### src/rtl/frame_minmax8.sv
// Streaming frame statistics: running max/min, first index of max and an all-equal flag
// over FRAME_LEN unsigned samples, presented on a valid/ready result port.
module frame_minmax8 #(
    parameter int WIDTH     = 8,
    parameter int FRAME_LEN = 4
) (
    input  logic             clk,
    input  logic             reset_n,
    input  logic             in_valid,
    output logic             in_ready,
    input  logic [WIDTH-1:0] in_data,
    output logic             out_valid,
    input  logic             out_ready,
    output logic [WIDTH-1:0] out_max,
    output logic [WIDTH-1:0] out_min,
    output logic [7:0]       out_max_idx,
    output logic             out_all_eq
);

    localparam logic [7:0] LEN = 8'(FRAME_LEN);

    typedef enum logic [1:0] {IDLE, ACCUM, HOLD} state_t;

    state_t           state, state_nxt;
    logic [7:0]       count, count_nxt;
    logic [WIDTH-1:0] run_max, run_min, max_nxt, min_nxt;
    logic [7:0]       run_idx, idx_nxt;
    logic             accept, frame_done;

    always_ff @(posedge clk or negedge reset_n) begin
        if (!reset_n) begin
            state <= IDLE;
        end else begin
            state <= state_nxt;
        end
    end

    always_comb begin
        in_ready   = (state != HOLD);
        out_valid  = (state == HOLD);
        accept     = in_valid && in_ready;
        max_nxt    = run_max;
        min_nxt    = run_min;
        idx_nxt    = run_idx;
        count_nxt  = count + 8'd1;
        state_nxt  = state;
        // The first sample seeds the running values; later ones compare strictly so ties keep the earliest index.
        if (state == IDLE) begin
            max_nxt = in_data;
            min_nxt = in_data;
            idx_nxt = 8'd0;
        end else begin
            if (in_data > run_max) begin
                max_nxt = in_data;
                idx_nxt = count;
            end
            if (in_data < run_min) begin
                min_nxt = in_data;
            end
        end
        frame_done = accept && (count_nxt == LEN);
        case (state)
            IDLE:    if (accept) state_nxt = frame_done ? HOLD : ACCUM;
            ACCUM:   if (frame_done) state_nxt = HOLD;
            HOLD:    if (out_ready) state_nxt = IDLE;
            default: state_nxt = IDLE;
        endcase
    end

    always_ff @(posedge clk or negedge reset_n) begin
        if (!reset_n) begin
            count <= 8'd0;
        end else if (accept) begin
            count <= frame_done ? 8'd0 : count_nxt;
        end
    end

    always_ff @(posedge clk) begin
        if (accept) begin
            run_max <= max_nxt;
            run_min <= min_nxt;
            run_idx <= idx_nxt;
        end
    end

    // Result registers are loaded from the running values that include the final sample.
    always_ff @(posedge clk or negedge reset_n) begin
        if (!reset_n) begin
            out_max     <= '0;
            out_min     <= '0;
            out_max_idx <= 8'd0;
            out_all_eq  <= 1'b0;
        end else if (frame_done) begin
            out_max     <= max_nxt;
            out_min     <= min_nxt;
            out_max_idx <= idx_nxt;
            out_all_eq  <= (max_nxt == min_nxt);
        end
    end

endmodule

### config.mk
export PLATFORM = sky130hd
export DESIGN_NAME = frame_minmax8
export DESIGN_NICKNAME = d
export VERILOG_FILES = /design/src/rtl/frame_minmax8.sv
export SDC_FILE = /design/constraint.sdc
export NUM_CORES = 1
export LEC_CHECK = 0
export ABC_AREA = 1
export CORE_MARGIN = 2
export CORE_UTILIZATION = 40
export CTS_CLUSTER_SIZE = 8
export DETAILED_ROUTE_END_ITERATION = 8
export PLACE_DENSITY_LB_ADDON = 0.08
export SKIP_LAST_GASP = 1
export SLEW_MARGIN = 25
export SYNTH_ARGS = -nofsm -noshare
export SYNTH_HDL_FRONTEND = slang
export SYNTH_SLANG_ARGS = --single-unit
### constraint.sdc
create_clock -name clk -period 2.1 [get_ports clk]
set_clock_uncertainty 0.2 [all_clocks]
set_input_delay 0.42 -clock clk [delete_from_list [all_inputs] [get_ports clk]]
set_output_delay 0.42 -clock clk [all_outputs]
set_load 0.02 [all_outputs]
==> run_results.csv <==
group,metric,value,unit
grt,grt_pass1_wl,14200,um
die,initial_core_util,41.4,%
die,num_io_pins,39,
worst_hold_path,whs_path_depth,2,
synthesis,ys_seq_area_share,49.6,%
timing,rsz0062_at_grt,"true",
grt,grt_max_degree,37,
grt,track_usage,21.3,%
clock_network,clockBufferDepth,2,
detailed_routing,wire_per_inst,14.9,um
flow_run,drv_cap,0,
synthesis,yosys_most_used_dff,"dfrtp_1",
finish,postLayoutCoreUtil,67.2,%
synthesis,synthTopCellsByCount,"nand2_1, inv_1, dfrtp_1, o21ai_0, nand3_1",
die,die_y,93.7,um
finish,n_antenna_cell,0,
setup_path,required,2200,ps
die,die_x,93.7,um
detailed_routing,drtIter0Drc,112,
pwr,power_density,1150,nW/um^2
grt,antenna_found_initial,0,
synthesis,ys_warn_count,0,
timing,fin_crit_sh,109,%
clock_network,clk_latency,350,ps
clock_network,cts_root_buf,"clkbuf_8",
detailed_routing,routed_wl,9510,um
timing,fmax,437,MHz
finish,fillers,624,
placed_design,port_buffers,38,
die,die-area,8780,um^2
setup_path,critPathKind,"reg -> reg",
detailed_routing,first_pass_iters,4,
detailed_routing,vias,3128,
synthesis,synth_top_family_by_area,"simple AND/OR/NAND/NOR gates",
grt,overflow,0,
setup_path,startpoint_type,"flop",
die,num_rows,32,
status,violations,"negative setup slack",
synthesis,synth_top_area_share,27.2,%
synthesis,async_flop_share,59.3,%
finish,final_cells,638,
synthesis,synth_xor_area_share,1.36,%
finish,area_delta_synth_final,62.1,%
timing,setup_viol,36,
worst_hold_path,hold_class,"reg -> reg",
synthesis,synth_compound_area_share,8.44,%
timing,worst_slew_margin_rel,59.7,%
detailed_routing,drc,0,
finish,drive_above_1_share,38.6,%
clock_network,cts_sinks,59,
synthesis,syn_nets,425,
placed_design,placedCellCount,586,
synthesis,synth_area_per_cell,8.13,um^2
setup_path,rr_worst_depth,15,
timing,period_needed,2290,ps
pwr,power_leakage,0.00252,uW
setup_path,crit_path_end_kind,"flop",
clock_network,cts_tree,"yes",
placed_design,place_hpwl,5910,um
finish,nNetsFinal,560,
die,core_area,7770,um^2
pwr,ir_worst_vdd,0.697,mV
setup_path,cp_max_fo,9,
timing,hold_viol_final,0,
timing,worst_pin_slew,603,ps
detailed_routing,route.detailed.vias_per_inst,4.90,
synthesis,synthMuxAreaShare,0,%
clock_network,clk_pin_slew_worst_paths,70,ps
synthesis,yosys.area_share.simple,25.6,%
synthesis,netlist_area,3220,um^2
synthesis,yosysMostFrequentCell,"nand2_1",
grt,grt_pass1_vias,3073,
synthesis,synth_top_area_cell,"dfrtp_1",
clock_network,cts-buffers-inserted,9,
placed_design,gp_congestion,0.816,
synthesis,synth-edff-count,24,
synthesis,ys_types,28,
timing,setup_ws,-188,ps
synthesis,synthCells,396,
setup_path,crit_arrival,2380,ps
detailed_routing,final_antenna_net_count,0,
synthesis,ys_ff_latch,59,
status,status,"finished, violations left",
synthesis,synthTopCellsByArea,"dfrtp_1, edfxtp_1, nand2_1, ha_1, inv_1",
synthesis,synth_fa_ha_area_share,6.61,%
clock_network,htree_num_levels,3,
timing,finalMaxSlewViolations,0,
path summary, 6_finish.rpt:
check | from | end | slack [ps]
worst max-delay path | run_max[6] | out_all_eq | -190
worst min register to register | out_max[4] | out_max[4] | 280
worst max register to register | run_max[6] | out_all_eq | -190
worst min-delay path | out_max[4] | out_max[4] | 280
min in group asynchronous | reset_n | out_min[6] | 360
max in group asynchronous | reset_n | count[0] | 850
per-layer routing:
layer	share of wire, %	global-route usage [%]
met1	41	24.9
met2	53	38.3
met3	3.4	3.61
met4	2.4	9.06
met5	0	0
metrics by stage:
stage | TNS (ps) | hold slack (ps) | cell area [um^2] | setup WS, ps | total power [uW]
after floorplan | 0 | -75.6 | 3220 | 14.7 | 2940
after global placement | -24490 | 209 | 4160 | -695 | 4010
after detailed placement | -26020 | 221 | 4160 | -755 | 4040
after CTS | -803 | 284 | 4720 | -137 | 5540
after global routing | -7250 | 302 | 5220 | -301 | 6360
final | -2160 | 276 | 5220 | -188 | 5980
cells in the final DEF, fill, tap and decap left out, types with 3 or more instances in the layout:
cell	instances
nand2_1	116
buf_4	79
dfrtp_1	35
inv_1	34
clkdlybuf4s50_1	27
edfxtp_1	24
nand2_2	23
nand3_1	21
o21ai_0	17
nor2_1	14
inv_2	12
clkbuf_8	10
dlygate4sd2_1	10
buf_6	9
ha_1	8
ha_4	8
nand2_4	7
o21ai_1	7
a21oi_2	6
o21ai_4	6
nor2_2	5
nand3_2	5
buf_12	5
nor2_4	4
a21oi_4	4
o21ai_2	4
xor2_1	4
nand4_1	3
clkinv_2	3
clkbuf_16	3
kinds of logic after synthesis:
family / after synthesis
AO/OA/AOI/OAI: 51
AND/OR/NAND/NOR: 202
XOR/XNOR: 5
flip-flops: 59
buffers and inverters: 62
adder cells (fa/ha/maj): 17
cell type report:
class	instances	area, um^2	share of cell area [%]
Sequential cell	59	1600	30.6
Multi-Input combinational cell	276	1820	35.0
Clock inverter	5	53.8	1.03
Timing Repair Buffer	137	1280	24.6
Inverter	48	188	3.60
Tap cell	102	128	2.45
Clock buffer	11	141	2.71
what timing repair did:
item | in CTS | in global routing
resized for setup | 79 | 67
endpoints found under the hold margin | 18 | 0
pin swaps | 17 | 32
endpoints found under the setup margin | 48 | 49
hold buffers | 1 | 0
gates cloned | 1 | 4
setup buffers | 12 | 20
worst max-delay path, stage by stage (launching register included):
cell and delay [ps]:
edfxtp_1 370, inv_1 80, ha_1 290, nand2_2 80
nor2_4 110, nand4_1 140, nand2_4 180, nand2_8 100
nand2_2 110, nand2_4 60, buf_4 130, nand2_1 50
nand2_1 60, nor2_2 120, nand4_1 100, nand2_1 60
report_power, final:
group | switching [uW] | internal [uW] | total (uW) | leakage, uW
combinational | 1550 | 1550 | 3090 | 0.00171
clock | 482 | 577 | 1060 | 0.000103
sequential | 228 | 1600 | 1830 | 0.000701
total | 2260 | 3730 | 5980 | 0.00252
sequential cells by signal, summed over array words and instances (netlist names):
register and flops:
count 8, out_all_eq 1, out_max 8, out_max_idx 8, out_min 8, run_idx 8
run_max 8, run_min 8, state 2
(Power assumes the default switching activity.)
